==> src/rtl/pipe_barrier_elastic_if.sv <==
// Valid/ready/data handshake bundle for one side of a pipeline barrier.
// The producer side uses the master modport, the consumer side the slave modport.
interface pipe_barrier_elastic_if #(
  parameter int DATA_W = 96
);

  logic              valid;
  logic              ready;
  logic [DATA_W-1:0] data;

  modport master (
    output valid,
    output data,
    input  ready
  );

  modport slave (
    input  valid,
    input  data,
    output ready
  );

endinterface

==> src/rtl/pipe_barrier_elastic.sv <==
// Elastic pipeline barrier between two stages with valid/ready on both sides.
// SKID=1 holds up to two entries (main + skid) so upstream ready comes from a
// register; SKID=0 is a single register with combinational upstream ready.
// flush squashes every held entry; reset also clears the data registers.
// Optional macro PIPE_BARRIER_PERF_EN adds a saturating 16-bit stall counter
// (o_stall_cnt) counting cycles where the output is held by backpressure.
module pipe_barrier_elastic #(
  parameter int DATA_W = 96,
  parameter int SKID   = 1
) (
  input  logic                  clk,
  input  logic                  reset,
  input  logic                  i_flush,
  pipe_barrier_elastic_if.slave  i_up,
  pipe_barrier_elastic_if.master o_dn,
  output logic [1:0]            o_occupancy
`ifdef PIPE_BARRIER_PERF_EN
  ,
  output logic [15:0]           o_stall_cnt
`endif
);

  logic              r_mainValid;
  logic [DATA_W-1:0] r_mainData;
  logic              r_skidValid;
  logic [DATA_W-1:0] r_skidData;
  logic [1:0]        r_occ;

  logic              w_inReady;
  logic              w_accept;
  logic              w_drain;
  logic              w_nextMainValid;
  logic [DATA_W-1:0] w_nextMainData;
  logic              w_nextSkidValid;
  logic [DATA_W-1:0] w_nextSkidData;
  logic [1:0]        w_nextOcc;

  // Upstream ready and the two handshake events for this cycle.
  always_comb begin
    w_inReady = 1'b1;
    if (SKID != 0) begin
      w_inReady = ~r_skidValid;
    end else begin
      w_inReady = ~r_mainValid | o_dn.ready;
    end
    w_accept = i_up.valid & w_inReady;
    w_drain  = r_mainValid & o_dn.ready;
  end

  // Next contents of main/skid; flush drops valids but leaves data alone.
  always_comb begin
    w_nextMainValid = r_mainValid;
    w_nextMainData  = r_mainData;
    w_nextSkidValid = r_skidValid;
    w_nextSkidData  = r_skidData;
    if (i_flush) begin
      w_nextMainValid = 1'b0;
      w_nextSkidValid = 1'b0;
    end else if (SKID != 0) begin
      if (w_drain) begin
        if (r_skidValid) begin
          w_nextMainValid = 1'b1;
          w_nextMainData  = r_skidData;
          w_nextSkidValid = 1'b0;
        end else begin
          w_nextMainValid = 1'b0;
        end
      end
      if (w_accept) begin
        if (~r_mainValid | w_drain) begin
          w_nextMainValid = 1'b1;
          w_nextMainData  = i_up.data;
        end else begin
          w_nextSkidValid = 1'b1;
          w_nextSkidData  = i_up.data;
        end
      end
    end else begin
      if (w_accept) begin
        w_nextMainValid = 1'b1;
        w_nextMainData  = i_up.data;
      end else if (w_drain) begin
        w_nextMainValid = 1'b0;
      end
    end
    w_nextOcc = {1'b0, w_nextMainValid} + {1'b0, w_nextSkidValid};
  end

  // Entry registers and occupancy; reset wipes everything including data.
  always_ff @(posedge clk) begin
    if (reset) begin
      r_mainValid <= 1'b0;
      r_mainData  <= '0;
      r_skidValid <= 1'b0;
      r_skidData  <= '0;
      r_occ       <= 2'd0;
    end else begin
      r_mainValid <= w_nextMainValid;
      r_mainData  <= w_nextMainData;
      r_skidValid <= w_nextSkidValid;
      r_skidData  <= w_nextSkidData;
      r_occ       <= w_nextOcc;
    end
  end

  assign i_up.ready  = w_inReady;
  assign o_dn.valid  = r_mainValid;
  assign o_dn.data   = r_mainData;
  assign o_occupancy = r_occ;

`ifdef PIPE_BARRIER_PERF_EN
  logic [15:0] r_stallCnt;

  // Count backpressure cycles, saturating; only reset clears it.
  always_ff @(posedge clk) begin
    if (reset) begin
      r_stallCnt <= 16'd0;
    end else if (r_mainValid & ~o_dn.ready & (r_stallCnt != 16'hFFFF)) begin
      r_stallCnt <= r_stallCnt + 16'd1;
    end
  end

  assign o_stall_cnt = r_stallCnt;
`endif

endmodule

==> src/flat_wrapper.sv <==
// flat-port wrapper written by rule: the top's interface ports become plain ports
module pipe_barrier_elastic_flat 
#(
  parameter int DATA_W = 96,
  parameter int SKID   = 1
)
  (clk, reset, i_flush, o_occupancy, i_up_valid, i_up_data, i_up_ready, o_dn_valid, o_dn_data, o_dn_ready);
  pipe_barrier_elastic_if #(.DATA_W(DATA_W)) i_up_i ();
  pipe_barrier_elastic_if #(.DATA_W(DATA_W)) o_dn_i ();
  input  logic clk;
  input  logic reset;
  input  logic i_flush;
  output logic [1:0] o_occupancy;
  input wire logic [$bits(i_up_i.valid)-1:0] i_up_valid;
  input wire logic [$bits(i_up_i.data)-1:0] i_up_data;
  output wire logic [$bits(i_up_i.ready)-1:0] i_up_ready;
  output wire logic [$bits(o_dn_i.valid)-1:0] o_dn_valid;
  output wire logic [$bits(o_dn_i.data)-1:0] o_dn_data;
  input wire logic [$bits(o_dn_i.ready)-1:0] o_dn_ready;
  assign i_up_i.valid = i_up_valid;
  assign i_up_i.data = i_up_data;
  assign i_up_ready = i_up_i.ready;
  assign o_dn_valid = o_dn_i.valid;
  assign o_dn_data = o_dn_i.data;
  assign o_dn_i.ready = o_dn_ready;
  pipe_barrier_elastic #(.DATA_W(DATA_W), .SKID(SKID)) u_core (.clk(clk), .reset(reset), .i_flush(i_flush), .i_up(i_up_i), .o_dn(o_dn_i), .o_occupancy(o_occupancy));
endmodule
==> config.mk <==
export PLATFORM = sky130hd
export DESIGN_NAME = pipe_barrier_elastic_flat
export DESIGN_NICKNAME = d
export VERILOG_FILES = /design/src/rtl/pipe_barrier_elastic_if.sv /design/src/rtl/pipe_barrier_elastic.sv /design/src/flat_wrapper.sv
export SDC_FILE = /design/constraint.sdc
export NUM_CORES = 1
export LEC_CHECK = 0
export CORE_MARGIN = 5
export CORE_UTILIZATION = 46
export CTS_BUF_LIST = sky130_fd_sc_hd__clkbuf_8
export DETAILED_ROUTE_END_ITERATION = 10
export GPL_ROUTABILITY_DRIVEN = 0
export PLACE_DENSITY = 0.81
export SYNTH_ARGS = -nofsm -noshare
export SYNTH_HDL_FRONTEND = slang
export SYNTH_SLANG_ARGS = --single-unit
==> constraint.sdc <==
create_clock -name clk -period 1.6 [get_ports clk]
set_input_delay 0.32 -clock clk [delete_from_list [all_inputs] [get_ports clk]]
set_output_delay 0.32 -clock clk [all_outputs]
set_load 0.05 [all_outputs]
### Word level (Yosys, flattened, before mapping)

Cells that the tools add are included.

| operators by class | value |
|---|---|
| $add $sub $neg | 1 |
| multipliers | 0 |
| divide/modulo/power cells | 0 |
| magnitude comparators | 0 |
| equal/unequal tests | 0 |
| shifts and indexed selects | 0 |
| muxes and demuxes | 13 |
| bitwise operators | 7 |
| reductions and logical operators | 1 |

Operators by type and width:

| kind | count |
|---|---|
| two-way mux 96 bit | 4 |
| two-way mux 1 bit | 9 |
| inverter 1 bit | 4 |
| AND reduction 3 bit | 1 |
| adder 1 x 1 -> 2 bit | 1 |
| AND 1 bit | 2 |
| OR 1 bit | 1 |

| word-level totals | value |
|---|---|
| flip-flop bits (word level) | 196 |
| latch bits | 0 |
| RAM bits | 0 |
| ROM bits | 0 |
| input port bits | 101 |
| output and inout bits | 100 |
| word-level logic and storage cells | 27 |
| memories kept | 0 |

### Longest topological paths before layout

Gate-level depths: netlist of run 1.

| logic depth | value |
|---|---|
| word-level depth | 6 |
| gate-level depth with buffers | 7 |

### Worst setup path after synthesis of run 1

Ideal clock, no wire load.

| path | value |
|---|---|
| path kind | reg-to-reg |
| start point | reg u_core.r_mainValid, in the netlist u_core.o_dn.valid |
| end point | reg u_core.r_mainData[55], in the netlist u_core.o_dn.data[55] |
| arrival time | 1.741 ns |
| required time | 1.478 ns |
| path slack | -0.262 ns |
| cell stages (with the launch flop) | 7 |
| path buffers | 3 |
| cell sequence | dfxtp_1 -> nand2b_1 -> and3b_1 -> buf_6 -> buf_6 -> buf_6 -> a221o_1 |

| on the way | value |
|---|---|
| word-level cells in the longest chain between the ends | 4 |
| elaborated cells on any way between the ends | 6 |
| those cells by class | mux: 3; bitwise: 3 |

RTL lines:

| element | line | source |
|---|---|---|
| from (decl) | pipe_barrier_elastic.sv:23 | `logic r_mainValid;` |
| from (signal assigned) | pipe_barrier_elastic.sv:98 | `r_mainValid <= w_nextMainValid;` |
| AND 1 bit or inverter 1 bit (tied branches) | - |  |
| two-way mux 96 bit or OR 1 bit (tied branches) | pipe_barrier_elastic.sv:60, pipe_barrier_elastic.sv:70 |  |
| two-way mux 96 bit | pipe_barrier_elastic.sv:70 | `if (~r_mainValid \| w_drain) begin` |
| two-way mux 96 bit * | pipe_barrier_elastic.sv:69 | `if (w_accept) begin` |
| to (signal assigned) | pipe_barrier_elastic.sv:99 | `r_mainData <= w_nextMainData;` |
| to (decl) | pipe_barrier_elastic.sv:24 | `logic [DATA_W-1:0] r_mainData;` |

Mark *: on every way between the ends. The rest lies on a longest branch, timed or not.
A chain may end at the register's enable or synchronous reset.

==> results.md, run 1 <==
* Avg WL per Cell at 17.3 um
* Root Driver: clkbuf_8
* Psw at ~2700 uW
* Status: completed
* Drc violations at 0
* Cts bufs inserted at 17
* Die Ht at 143 um
* Setup tns final at 0 ns
* Max_cap viols at 0
* Mux contribution to synthesized area at about an eighth
* Relative slew slack at roughly three fifths
* Adder-Cell Fraction of Synth Area at less than 1%
* Sequential share of power at between 50% and 60%
* Final setup skew at 0.00909 ns
* Area after DPL at 0.0103 mm^2
* CP startpoint kind: primary input
* Post-Synthesis Cells at 771
* Clock Latency Late Sink at about 0.44 ns
* Vias per cell at 5.34
* Area delta synth->final at 30.9%
* Syn_nets at 873
* Total global routing overflow at 0
* Number of I/O pins at about 200
* Port Buffers at 200
* Crit path arrival time at 1.84 ns
* Die Footprint at slightly above 0.02 mm^2
* Core area at 0.0174 mm^2
* Synth Cell Area at between 0.008 and 0.009 mm^2
* Std cell rows at 48
* Critical Path RT at around 1.9 ns
* Setup repair bufs after CTS at 0
* Share of cells above drive strength 1 at 17.9%
* P_int at approximately 7000 uW
* Final setup violation count at 0
* Period utilisation layout at 93.8%
* Post-route setup slack at roughly 0.1 ns
* Post-synthesis xor/xnor area fraction at 0%
* Max Clk Rate at about 670 MHz
* Post-synth cell types at 23
* Die width at about 140 um
* Sink Count at just under 200
* Slew of the pin with the lowest slew margin at around 0.6 ns
* Fillers at 1,410
* #FFs+latches synth at between 150 and 200
* GRT Overall Usage at between 10% and 20%
* Commonest non-fill, non-tap cells in the layout: dfxtp_1, nand2b_1, buf_4
* Seq/Total Area, Yosys at approximately 48%
* Largest net degree at the start of global routing at 85
* Post-Synth Simple-Gate Area at 22.8%
* Multi-input logic area at roughly 0.0039 mm^2
* Post-place setup slack at -0.390 ns
* Slew Viols, Final at 0
* Post-CTS sizing at 0
* Worst VDD drop at roughly 560 uV
* Most common cell after layout, fill and taps aside: dfxtp_1
* Largest family of logic cells by synthesized area: simple AND/OR/NAND/NOR gates
* Final Hold Violating Endpoints at 0
* CTS max path bufs at 2
* Clock-pin slew on the worst setup and hold paths at roughly 0.10 ns
* Hpwl dp at ~14,000 um
* Post-route insts no fill at between 1k and 1.5k
* Inst Count DP at 1,154
* TritonRoute pass-1 iters at 5
* Vias in the first global route at between 6k and 7k
* Switching share of power at around 28%
* Initial antenna violation count at 0
* H-tree depth at 4
* Hold WC Path Type: in2reg
* Post-layout min period at 1.50 ns
* Via count at 6,335
* Initial Util at about 47%
* Number of synthesis warnings at 0
* Final WL at ~20,000 um
* Endpoint class of the critical path: register
* Worst setup path class: in2reg
* RSZ-0062 raised after global routing: no
* Leakage power total at 0.00446 uW
* Hold_buf cts at 0
* Syn avg cell area at around 11 um^2
* CP max FO at 34
* Global-route wire length before repair at 32,200 um
* Clk pwr share at 31.4%
* Antenna cells at 0
* Final core occ at between 60% and 70%
* Final non-filler cell area at around 0.011 mm^2
* Synth Area in Compound Gates at roughly an eighth
* CTS tree: done
* Final #Nets at 1,050
* Number of DRC markers in iteration 0 at about 360
* Combinational power share at ~16%
* Register area at 0.00393 mm^2
* Power per cell area at about 900 mW/mm^2
* Final ANT Viol Nets at 0
cells in the mapped netlist:
cell type | count | area, um^2
a21oi_1 | 2 | 10.0
nor2_2 | 1 | 6.26
o21ai_0 | 1 | 5.00
a211oi_1 | 2 | 15.0
clkbuf_2 | 1 | 5.00
buf_6 | 6 | 67.6
clkbuf_1 | 40 | 150
and3_1 | 97 | 607
and3b_1 | 1 | 8.76
nand2b_2 | 1 | 8.76
mux2_2 | 1 | 11.3
buf_2 | 17 | 85.1
inv_1 | 3 | 11.3
nand2b_1 | 193 | 1210
dfxtp_1 | 196 | 3920
a221o_1 | 96 | 961
nor2b_1 | 3 | 18.8
buf_4 | 10 | 75.1
buf_1 | 1 | 3.75
ha_1 | 1 | 12.5
mux2i_1 | 96 | 961
nor3_1 | 1 | 5.00
a31oi_2 | 1 | 12.5
metrics by stage:
| stage | hold slack (ns) | power, uW |
|---|---|---|
| after floorplan | 0.389 | 6060 |
| after global placement | 0.454 | 6710 |
| after detailed placement | 0.456 | 6720 |
| after CTS | 0.421 | 9760 |
| after global routing | 0.433 | 10000 |
| final | 0.467 | 9630 |
sequential cells by signal, indices dropped and copies added, names as in the netlist:
register            cells
u_core.o_dn.data       96
u_core.r_skidData      96
u_core.o_occupancy      2
u_core.o_dn.valid       1
u_core.r_skidValid      1
critical path: stages:
cell	delay [ns]
clkdlybuf4s50_1	0.64
nor2_4	0.09
and3b_4	0.24
buf_12	0.17
a221o_1	0.36
per-layer routing:
layer	wire length, um	track usage, %
met1	9640	27.3
met2	9350	29.6
met3	1320	4.99
met4	144	4.96
met5	0	0
area by class of cell:
cell class | count | share of cell area, %
clock inverters | 13 | 1.03
inverters | 3 | 0.105
well taps | 225 | 2.63
multi-input cells | 497 | 36.3
repair buffers | 233 | 20.8
flip-flops and latches | 196 | 36.7
clock buffers | 19 | 2.45
power groups by stage:
| stage | Combinational [uW] | Clock (uW) | Sequential [uW] |
|---|---|---|---|
| floorplan | 441 | 0 | 5620 |
| global placement | 1490 | 0 | 5220 |
| detailed placement | 1500 | 0 | 5220 |
| CTS | 1510 | 3140 | 5110 |
| global route | 1570 | 3330 | 5130 |
| finish | 1500 | 3030 | 5110 |
worst paths after layout:
path                                                          from                                  to  slack [ns]  cells past startpoint
worst min register to register  u_core.r_skidData[10]$_SDFFE_PP0P_  u_core.r_skidData[10]$_SDFFE_PP0P_        0.47                      2
worst max-delay path                                       i_flush   u_core.o_dn.data[41]$_SDFFE_PP0N_         0.1                      5
worst max register to register       u_core.r_skidValid$_SDFF_PP0_  u_core.r_skidData[65]$_SDFFE_PP0P_        0.11                      5
worst min-delay path                                 i_up_data[50]  u_core.r_skidData[50]$_SDFFE_PP0P_        0.47                      3
cell families (layout without fill, tap and decap cells):
| family | count (synthesis) | after routing |
|---|---|---|
| AOI/OAI and AO/OA | 102 | 102 |
| adders and majority gates | 1 | 1 |
| buffers and inverters | 78 | 268 |
| DFF | 196 | 196 |
| muxes | 97 | 97 |
| and+or+nand+nor | 297 | 297 |
Note: power is estimated with default switching activity, not from simulation.
==> inputs of run 2 (changes only) <==
- CAP_MARGIN: not set -> 10
==> results of run 2 <==
Same layout as run 1: the final DEF is identical, and so are final timing and power.
